`src/rtl/core_multicycle.sv`:
```
// Multi-cycle RV32I-subset core: FETCH/DECODE/EXECUTE/MEM/WRITEBACK sequencer with internal register file and ALU.
// Latency: ALU/branch/jump 4 cycles, SW 4, LW 5 with zero-wait memory; each ready=0 cycle adds one.
// Backpressure: IM/DM requests hold address/data stable until the matching ready; ready without a request is ignored.
module core_multicycle #(
    parameter int unsigned WORD_SIZE    = 32,
    parameter logic [31:0] RESET_VECTOR = 32'h0000_0000,
    parameter int unsigned RF_DEPTH     = 32
) (
    input  logic                 i_clk,
    input  logic                 i_rstn,
    output logic [WORD_SIZE-1:0] o_IM_addr,
    output logic                 o_IM_req,
    input  logic                 i_IM_ready,
    input  logic [WORD_SIZE-1:0] i_IM_instruction,
    output logic [WORD_SIZE-1:0] o_DM_addr,
    output logic [WORD_SIZE-1:0] o_DM_wd,
    output logic                 o_DM_wen,
    output logic                 o_DM_ren,
    input  logic                 i_DM_ready,
    input  logic [WORD_SIZE-1:0] i_DM_rd,
    output logic                 o_halt
);
    localparam int unsigned W  = WORD_SIZE;
    localparam int unsigned AW = $clog2(RF_DEPTH);

    localparam logic [6:0] OP_LUI   = 7'b0110111;
    localparam logic [6:0] OP_AUIPC = 7'b0010111;
    localparam logic [6:0] OP_JAL   = 7'b1101111;
    localparam logic [6:0] OP_JALR  = 7'b1100111;
    localparam logic [6:0] OP_BR    = 7'b1100011;
    localparam logic [6:0] OP_LOAD  = 7'b0000011;
    localparam logic [6:0] OP_STORE = 7'b0100011;
    localparam logic [6:0] OP_IMM   = 7'b0010011;
    localparam logic [6:0] OP_REG   = 7'b0110011;

    typedef enum logic [2:0] {S_FETCH, S_DECODE, S_EXEC, S_MEM, S_WB, S_HALT} state_t;

    state_t         state_q, state_d;
    logic           start_q;
    logic [W-1:0]   pc_q, ir_q, rs1_q, rs2_q, imm_q, res_q, npc_q, addr_q, wd_q;
    logic [W-1:0]   rf [RF_DEPTH];

    logic [6:0]     opc, f7;
    logic [2:0]     f3;
    logic [4:0]     rd, rs1, rs2;
    logic           uses_rd, uses_rs1, uses_rs2, legal, is_mem, wr_en;
    logic [W-1:0]   imm_dec, rf_rd1, rf_rd2;
    logic [W-1:0]   op_b, alu_res, sum, target, next_pc, pc_plus4;
    logic [4:0]     shamt;
    logic           taken, redirect, tgt_misalign;

    assign opc      = ir_q[6:0];
    assign rd       = ir_q[11:7];
    assign f3       = ir_q[14:12];
    assign rs1      = ir_q[19:15];
    assign rs2      = ir_q[24:20];
    assign f7       = ir_q[31:25];
    assign uses_rs1 = !(opc == OP_LUI || opc == OP_AUIPC || opc == OP_JAL);
    assign uses_rs2 = (opc == OP_BR || opc == OP_STORE || opc == OP_REG);
    assign uses_rd  = !(opc == OP_BR || opc == OP_STORE);
    assign is_mem   = (opc == OP_LOAD || opc == OP_STORE);
    assign wr_en    = uses_rd;
    assign rf_rd1   = (rs1 == 5'd0) ? '0 : rf[rs1[AW-1:0]];
    assign rf_rd2   = (rs2 == 5'd0) ? '0 : rf[rs2[AW-1:0]];
    assign pc_plus4 = pc_q + 32'd4;

    // Legality: opcode/funct combinations outside the subset, and upper registers on RV32E.
    always_comb begin
        legal = 1'b0;
        case (opc)
            OP_LUI, OP_AUIPC, OP_JAL: legal = 1'b1;
            OP_JALR:                  legal = (f3 == 3'b000);
            OP_BR:                    legal = (f3 != 3'b010) && (f3 != 3'b011);
            OP_LOAD, OP_STORE:        legal = (f3 == 3'b010);
            OP_IMM:                   legal = (f3 == 3'b001) ? (f7 == 7'h00) :
                                              (f3 == 3'b101) ? (f7 == 7'h00 || f7 == 7'h20) : 1'b1;
            OP_REG:                   legal = (f7 == 7'h00) ||
                                              (f7 == 7'h20 && (f3 == 3'b000 || f3 == 3'b101));
            default:                  legal = 1'b0;
        endcase
        if (RF_DEPTH < 32 && ((uses_rd && rd[4]) || (uses_rs1 && rs1[4]) || (uses_rs2 && rs2[4]))) begin
            legal = 1'b0;
        end
    end

    // Immediate generation for the I/S/B/U/J formats.
    always_comb begin
        imm_dec = {{20{ir_q[31]}}, ir_q[31:20]};
        case (opc)
            OP_STORE:         imm_dec = {{20{ir_q[31]}}, ir_q[31:25], ir_q[11:7]};
            OP_BR:            imm_dec = {{19{ir_q[31]}}, ir_q[31], ir_q[7], ir_q[30:25], ir_q[11:8], 1'b0};
            OP_LUI, OP_AUIPC: imm_dec = {ir_q[31:12], 12'b0};
            OP_JAL:           imm_dec = {{11{ir_q[31]}}, ir_q[31], ir_q[19:12], ir_q[20], ir_q[30:21], 1'b0};
            default:          imm_dec = {{20{ir_q[31]}}, ir_q[31:20]};
        endcase
    end

    // ALU, branch compare and control-flow target from the latched operands.
    always_comb begin
        op_b    = (opc == OP_REG) ? rs2_q : imm_q;
        shamt   = op_b[4:0];
        sum     = rs1_q + imm_q;
        alu_res = '0;
        case (f3)
            3'b000:  alu_res = (opc == OP_REG && f7[5]) ? rs1_q - op_b : rs1_q + op_b;
            3'b001:  alu_res = rs1_q << shamt;
            3'b010:  alu_res = {{(W-1){1'b0}}, $signed(rs1_q) < $signed(op_b)};
            3'b011:  alu_res = {{(W-1){1'b0}}, rs1_q < op_b};
            3'b100:  alu_res = rs1_q ^ op_b;
            3'b101:  alu_res = f7[5] ? W'($signed(rs1_q) >>> shamt) : rs1_q >> shamt;
            3'b110:  alu_res = rs1_q | op_b;
            default: alu_res = rs1_q & op_b;
        endcase
        case (opc)
            OP_LUI:          alu_res = imm_q;
            OP_AUIPC:        alu_res = pc_q + imm_q;
            OP_JAL, OP_JALR: alu_res = pc_plus4;
            default:         ;
        endcase
        case (f3)
            3'b000:  taken = (rs1_q == rs2_q);
            3'b001:  taken = (rs1_q != rs2_q);
            3'b100:  taken = ($signed(rs1_q) <  $signed(rs2_q));
            3'b101:  taken = ($signed(rs1_q) >= $signed(rs2_q));
            3'b110:  taken = (rs1_q <  rs2_q);
            3'b111:  taken = (rs1_q >= rs2_q);
            default: taken = 1'b0;
        endcase
        target       = (opc == OP_JALR) ? {sum[W-1:1], 1'b0} : pc_q + imm_q;
        redirect     = (opc == OP_JAL) || (opc == OP_JALR) || (opc == OP_BR && taken);
        next_pc      = redirect ? target : pc_plus4;
        tgt_misalign = redirect && (target[1:0] != 2'b00);
    end

    // State register; async reset lands in FETCH with requests held off by start_q.
    always_ff @(posedge i_clk or negedge i_rstn) begin
        if (!i_rstn) state_q <= S_FETCH;
        else         state_q <= state_d;
    end

    // Next-state logic; misaligned targets and addresses halt before any side effect.
    always_comb begin
        state_d = state_q;
        case (state_q)
            S_FETCH:  if (start_q && i_IM_ready) state_d = S_DECODE;
            S_DECODE: state_d = legal ? S_EXEC : S_HALT;
            S_EXEC: begin
                if (is_mem)            state_d = (sum[1:0] != 2'b00) ? S_HALT : S_MEM;
                else if (tgt_misalign) state_d = S_HALT;
                else                   state_d = S_WB;
            end
            S_MEM:    if (i_DM_ready) state_d = (opc == OP_LOAD) ? S_WB : S_FETCH;
            S_WB:     state_d = S_FETCH;
            default:  state_d = S_HALT;
        endcase
    end

    // Datapath registers, advanced by the state they belong to.
    always_ff @(posedge i_clk or negedge i_rstn) begin
        if (!i_rstn) begin
            start_q <= 1'b0;
            pc_q    <= RESET_VECTOR;
            ir_q    <= '0;
            rs1_q   <= '0;
            rs2_q   <= '0;
            imm_q   <= '0;
            res_q   <= '0;
            npc_q   <= '0;
            addr_q  <= '0;
            wd_q    <= '0;
        end else begin
            start_q <= 1'b1;
            case (state_q)
                S_FETCH:  if (start_q && i_IM_ready) ir_q <= i_IM_instruction;
                S_DECODE: begin
                    rs1_q <= rf_rd1;
                    rs2_q <= rf_rd2;
                    imm_q <= imm_dec;
                end
                S_EXEC: begin
                    res_q <= alu_res;
                    npc_q <= next_pc;
                    if (is_mem && sum[1:0] == 2'b00) begin
                        addr_q <= sum;
                        wd_q   <= rs2_q;
                    end
                end
                S_MEM: begin
                    if (i_DM_ready) begin
                        if (opc == OP_LOAD) res_q <= i_DM_rd;
                        else                pc_q  <= pc_plus4;
                    end
                end
                S_WB:     pc_q <= npc_q;
                default:  ;
            endcase
        end
    end

    // Register file write; x0 is never written so it always reads zero.
    always_ff @(posedge i_clk) begin
        if (state_q == S_WB && wr_en && rd != 5'd0) rf[rd[AW-1:0]] <= res_q;
    end

    assign o_IM_req  = start_q && (state_q == S_FETCH);
    assign o_IM_addr = pc_q;
    assign o_DM_addr = addr_q;
    assign o_DM_wd   = wd_q;
    assign o_DM_wen  = (state_q == S_MEM) && (opc == OP_STORE);
    assign o_DM_ren  = (state_q == S_MEM) && (opc == OP_LOAD);
    assign o_halt    = (state_q == S_HALT);
endmodule

```
`config.mk`:
```
export PLATFORM = sky130hd
export DESIGN_NAME = core_multicycle
export DESIGN_NICKNAME = d
export VERILOG_FILES = /design/src/rtl/core_multicycle.sv
export SDC_FILE = /design/constraint.sdc
export NUM_CORES = 2
export LEC_CHECK = 0
export ABC_AREA = 1
export BUFFER_PORTS_ARGS = -buffer_cell sky130_fd_sc_hd__buf_2
export CAP_MARGIN = 30
export CELL_PAD_IN_SITES_DETAIL_PLACEMENT = 0
export CELL_PAD_IN_SITES_GLOBAL_PLACEMENT = 1
export CORE_MARGIN = 10
export CORE_UTILIZATION = 40
export CTS_BUF_LIST = sky130_fd_sc_hd__clkbuf_16
export CTS_CLUSTER_SIZE = 25
export DETAILED_ROUTE_END_ITERATION = 10
export GPL_ROUTABILITY_DRIVEN = 0
export PLACE_DENSITY_LB_ADDON = 0.1
export SLEW_MARGIN = 10
export SYNTH_ARGS = -nofsm -noshare
export SYNTH_HDL_FRONTEND = slang
export SYNTH_SLANG_ARGS = --single-unit
export TNS_END_PERCENT = 50
```
`constraint.sdc`:
```
create_clock -name i_clk -period 3.5 [get_ports i_clk]
set_input_delay 0.525 -clock i_clk [delete_from_list [all_inputs] [get_ports i_clk]]
set_output_delay 0.525 -clock i_clk [all_outputs]
set_load 0.05 [all_outputs]
```
Word level (Yosys, flattened, before mapping)
Memories as Yosys holds them, arrays and structs flattened.
Cells that the tools add are included.
{"block": "word_totals", "reg_bits": 292, "ram_bits": 1024, "in_bits": 68, "out_inout_bits": 100, "word_cells": 129, "memories": 1}
{"memory": "rf", "words": 32, "width": 32, "rd": 2, "rd_ports_with_merged_regs": 0, "wr": 1, "line": "41", "rtl": "logic [W-1:0] rf [RF_DEPTH];"}
{"block": "classes", "addsub": 5, "n_lt_le_gt_ge": 6, "eq_ne": 30, "shifts": 3, "n_mux": 30, "n_bitwise": 3, "n_reduce_logical": 40}
{"operator": "two-way mux 32 bit", "count": 11}
{"operator": "case mux 32 bit (7 select lines)", "count": 1}
{"operator": "< comparator 32 bit", "count": 4}
{"operator": "case mux 32 bit (2 select lines)", "count": 2}
{"operator": "case mux 31 bit (4 select lines)", "count": 1}
{"operator": "adder 32 bit", "count": 3}
{"operator": "case mux 32 bit (3 select lines)", "count": 1}
{"operator": ">= comparator 32 bit", "count": 2}
{"operator": "adder 32 x 3 -> 32 bit (second input constant)", "count": 1}
{"operator": "AND 32 bit", "count": 1}
{"operator": "== test 32 bit", "count": 1}
{"operator": "!= test 32 bit", "count": 1}
{"operator": "bitwise OR 32 bit", "count": 1}
{"operator": "<< shifter 32 x 5 -> 32 bit", "count": 1}
{"operator": ">> shifter 32 x 5 -> 32 bit", "count": 1}
{"operator": ">>> shifter 32 x 5 -> 32 bit", "count": 1}
{"operator": "subtractor 32 bit", "count": 1}
{"operator": "XOR 32 bit", "count": 1}
{"operator": "== test 7 x 6 -> 1 bit (second input constant)", "count": 4}
{"operator": "== test 7 bit (second input constant)", "count": 3}
{"operator": "== test 3 bit (second input constant)", "count": 6}
{"operator": "two-way mux 3 bit", "count": 6}
{"operator": "case mux 3 bit (5 select lines)", "count": 1}
{"operator": "== test 7 x 5 -> 1 bit (second input constant)", "count": 2}
{"operator": "20 further kinds", "count": 60}

Longest topological paths before layout
{"block": "depth", "ltp_word": 8, "ltp_mapped": 29, "depth_no_buf": 26}

Least setup slack after synthesis
Ideal clock, no wire load.
{"block": "synth_path", "kind": "reg-to-reg", "start": "reg ir_q[2]", "end": "reg res_q[14]", "setup_time_ns": 0.118, "t_arrival_ns": 3.383, "required_ns": 3.382, "setup_slack_ns": -0.001, "stages_incl_launch_ff": 23, "n_path_buf": 3, "period_less_slack_ns": 3.501, "path_cell_list": "dfrtp_1 nor3_4 nand2_2 buf_6 nand2_1 o21ai_4 buf_2 buf_2 ha_1 inv_1 a21oi_1 nand2_1 a21boi_0 o21ai_0 or2_2 nand2_1 a21oi_1 a21oi_1 nand2_1 nand2_1 nand2_1 nand2_1 nand2_1"}
{"block": "synth_between", "elab_chain_cells": 7, "elab_cells_between_ends": 24}
{"element": "from (decl)", "line": "40", "rtl": "logic [W-1:0] pc_q, ir_q, rs1_q, rs2_q, imm_q, res_q, npc_q, addr_q, wd_q;"}
{"element": "from (signal assigned)", "line": "174", "rtl": "S_FETCH: if (start_q && i_IM_ready) ir_q <= i_IM_instruction;"}
{"element": "== test 7 x 6 -> 1 bit", "line": "100, 105"}
{"element": "two-way mux 32 bit", "line": "100", "rtl": "op_b = (opc == OP_REG) ? rs2_q : imm_q;"}
{"element": "adder 32 bit, or another cell as far along", "line": "105", "rtl": "3'b000: alu_res = (opc == OP_REG && f7[5]) ? rs1_q - op_b : rs1_q + op_b;"}
{"element": "two-way mux 32 bit (on tied branches)", "line": "105, 110"}
{"element": "case mux 32 bit (7 select lines)", "line": "104", "rtl": "case (f3)"}
{"element": "case mux 32 bit (3 select lines)", "line": "114", "rtl": "case (opc)"}
{"element": "case mux 32 bit (2 select lines)", "line": "173", "rtl": "case (state_q)"}
{"element": "to (signal assigned)", "line": "181", "rtl": "res_q <= alu_res;"}
{"element": "to (signal assigned)", "line": "190", "rtl": "if (opc == OP_LOAD) res_q <= i_DM_rd;"}
{"element": "to (decl)", "line": "40"}
Several ways; a longest one is shown, not always the timed one.
A chain may end at the register's enable or synchronous reset.

Worst setup path after layout
{"block": "layout_path", "start": "reg ir_q[6]", "end": "reg res_q[11]"}
Same word-level chain as after synthesis.

==> metrics.md <==
| Metric | Value |
|---|---|
| Cell area after synthesis | approximately 77000 sq um |
| Ys flop type | edfxtp_1 |
| Global route overflow | 0 |
| Skew-Pair Late Insertion Delay | around 0.86 ns |
| Internal power | between 40 and 50 mW |
| Adder-cell share of the synthesized area | 0.03276 |
| Kind of critical path | register to register |
| Nets | 10180 |
| I/O Pins | 168 |
| Post-synthesis mux area share | 0.0007357 |
| Failing checks | negative setup slack |
| Combinational power share | 0.626 |
| Max Slew Vio Count | 0 |
| Met1 usage | 0.4552 |
| Final setup fails | 3 |
| Clock sink count | between 1000 and 1500 |
| Number of flops mapped to enable cells by yosys | 1024 |
| Initial antenna violation count | 28 |
| Period utilization | 1.017 |
| DRC Markers | 0 |
| M2 GR Usage | 0.5083 |
| CP delay by family, top | buffers and inverters |
| Clock power share | 0.161 |
| Pin count of the biggest net entering global routing | between 100 and 150 |
| Synth area leader | edfxtp_1 |
| CTS tree | done |
| Worst path required time | about 4.2 ns |
| Grt met3 use | 0.08173 |
| Clock transition at path regs | about 0.060 ns |
| I/O Buffers | 167 |
| CORE AREA | between 150000 and 200000 sq um |
| Routed len/inst | roughly 30 um |
| Detailed Routing Iterations Pass 1 | 8 |
| Vias in the first global route | just over 70000 |
| CP most frequent cell | inv_2 |
| Sequential share of power | 0.213 |
| Post-synth top area share | 0.4018 |
| Syn Inst Count | a little over 9000 |
| Clk root buf | clkbuf_16 |
| Antenna-violating nets left | 0 |
| Setup crit start kind | register |
| Finished Layout Cells | 12550 |
| Synth unique cells | between 50 and 60 |
| Routed wire length | 375400 um |
| Worst Path Buf+Inv | 10 |
| Area growth syn-to-layout | 22.43% |
| Switching part of the total power | 0.5118 |
| Post-synth ARST share | 0.2219 |
| 1st-iter DRT viols | 11720 |
| Leak Pwr | between 30 and 40 nW |
| Maximum clock path buffer count | 3 |
| Critical path arrival | ~4.3 ns |
| Crit-path max cell delay | between 0.3 and 0.4 ns |
| HPWL Detailed | 258300 um |
| Synthesized area per cell | roughly 8.3 sq um |
| Clk_skew | 0.03702 ns |
| DIE WIDTH | about 460 um |
| Slew margin rel. | 0.2616 |
| Worst Tran Pin Value | around 1.1 ns |
| P_sw | approximately 51 mW |
| Fin Hold WS | ~0.045 ns |
| Synth area leaders | edfxtp_1 40%, o21ai_0 11%, dfrtp_1 9.5% |
| Post-synthesis simple-gate area fraction | 0.1937 |
| CP Capture Type | register |
| Achievable Freq | ~0.28 GHz |
| Via count | a little under 80000 |
| Worst Hold Class | primary input to register |
| Count leader, synth | o21ai_0 |
| Hold Fails Final Rpt | 0 |
| Placed cell count | about 12000 |
| Post-synthesis sequential area ratio | 0.4973 |
| Cell with the largest stage delay on the worst path | dfrtp_1 |
| Maximum VDD drop | between 600 and 700 uV |
| PnR worst setup slack | -0.06042 ns |
| #FFs+latches synth | 1316 |
| Synth cell count leaders | 1621 x o21ai_0, 1547 x nor2_1, 1366 x nand2_1 |
| Largest family of logic cells by synthesized area | compound AO/OA/AOI/OAI gates |
| Pwr dens | approximately 1100 nW/um^2 |
| Max Cap Viol | 0 |
| Final min period | about 3.6 ns |
| RSZ-0062 raised after global routing | yes |
| Layer with the highest usage | met2 |
| Die area | about 210000 sq um |
| Synth Area in XOR/XNOR | 0.008240 |
| Compound-cell area share of the yosys netlist | 0.2081 |
| Fin util | 0.4927 |
| Status | finished with violations |
| Tot GR Track Use | 0.3410 |
| YS warnings | 0 |
| # rows | 160 |
| Fraction of layout cells with a size suffix above 1 | 0.1684 |
| CTS buffer count | about 150 |
| DR vias/cell | 6.208 |
| First-pass GRT wire length | 525100 um |
| Initial Util | 0.4024 |
| Die H | ~460 um |
| # H-tree levels | 4 |
| Largest fanout on the critical path | 8 |
area by class of cell:
| type | instances | area [sq um] |
|---|---|---|
| Antenna cell | 6 | 15.01 |
| Inverter | 542 | 2103 |
| Clock buffer | 156 | 3904 |
| Tap cell | 2511 | 3142 |
| Timing Repair Buffer | 1082 | 9593 |
| Clock inverter | 126 | 1104 |
| Fill cell | 18160 | 96480 |
| Multi-Input combinational cell | 6813 | 35740 |
| Sequential cell | 1316 | 38090 |
timing repair:
action | in CTS | in global routing
gates resized for setup | 169 | 273
hold buffers | 23 | 0
setup endpoints to repair | 33 | 120
endpoints found under the hold margin | 90 | 0
gates cloned | 1 | 2
pin swaps | 17 | 75
buffers inserted | 6 | 27
layer usage:
metal  part of all wire  routed length (um)
met5            0.00067                 250
met4              0.065               24430
met3               0.11               42540
met2               0.43              160300
met1               0.39              147900
cell families after synthesis:
logic type | after synthesis
other | 2
XOR/XNOR | 72
buffers and inverters | 1172
adder cells (fa/ha/maj) | 198
AO/OA/AOI/OAI | 2852
flip-flops | 1316
AND/OR/NAND/NOR | 3653
multiplexers | 5
worst register-to-register path: stages (launching register included):
cell       delay [ns]
dfrtp_1          0.39
inv_2            0.07
nand2_2          0.07
nor2_4           0.16
nand2_4          0.09
buf_12           0.17
clkbuf_16        0.18
o21ai_4          0.19
inv_2            0.08
ha_4             0.28
inv_2            0.04
buf_6            0.10
a21o_1           0.21
a21oi_2          0.12
nand2_2          0.12
inv_2            0.09
o21bai_1         0.08
buf_4            0.16
inv_2            0.04
nand2_1          0.05
a21oi_1          0.14
nor2_1           0.06
nor2_1           0.13
buf_4            0.15
a21o_1           0.14
nand2_1          0.06
nand2_1          0.05
nand2_1          0.05
power by group through the flow:
stage	Clock [mW]	Sequential (mW)	Combinational, mW
2_1_floorplan	0	21.4	30.8
3_3_place_gp	0	22.0	57.1
3_5_place_dp	0	21.7	57.6
4_1_cts	16.3	21.4	58.8
5_1_grt	17.0	21.5	66.4
6_report	16.2	21.4	62.8
metrics by stage:
stage               TNS (ns)  cell area, sq um  setup WS (ns)  total power [mW]
detailed placement    -8.643             86510        -0.4700             79.28
floorplan                  0             76650        0.06698             52.24
CTS                 -0.07539             92360       -0.02524             96.42
finish               -0.1147             93700       -0.06042             100.4
global route          -3.067             93690        -0.1855             104.8
global placement      -7.686             86150        -0.4529             79.01
flip-flops by register name, indices dropped and copies added, names as in the netlist:
| register | flops |
|---|---|
| o_IM_addr | 32 |
| o_DM_wd | 32 |
| imm_q | 32 |
| ir_q | 32 |
| rs2_q | 32 |
| state_q | 3 |
| start_q | 1 |
| o_DM_addr | 32 |
| rf | 1024 |
| res_q | 32 |
| rs1_q | 32 |
| npc_q | 32 |
placed cells by master, fill, tap and decap left out, types with 28 or more instances in the layout:
cell and n:
ha_4 29, inv_2 47, nor3_1 44, a21oi_2 36, clkinv_1 37, xor2_1 54
o22ai_1 457, buf_2 165, nor2_4 41, nand2_1 1323, o21ai_1 37, nand3_1 549
buf_12 112, dfrtp_1 278, inv_1 503, clkbuf_16 157, edfxtp_1 1024, buf_4 749
clkinv_2 29, o221ai_1 79, nand4_1 46, nand2_2 42, o211ai_1 121, nor2_2 42
ha_1 156, nor2_1 1466, a21oi_1 359, o21ai_0 1554, o21ai_2 28, conb_1 33
final timing paths:
| check | end | depth (start not counted) | from | slack, ns |
|---|---|---|---|---|
| setup reg to reg | res_q[11] | 27 | ir_q[6] | -0.06 |
| min in group asynchronous | o_DM_wd[8] | 2 | i_rstn | 0.18 |
| max in group asynchronous | npc_q[10] | 3 | i_rstn | 2.41 |
| setup / recovery | res_q[11] | 27 | ir_q[6] | -0.06 |
| hold reg to reg | o_DM_addr[0] | 2 | o_DM_addr[0] | 0.46 |
| hold / removal | res_q[7] | 5 | i_DM_rd[7] | 0.04 |
Note: power is estimated with default switching activity, not from simulation.
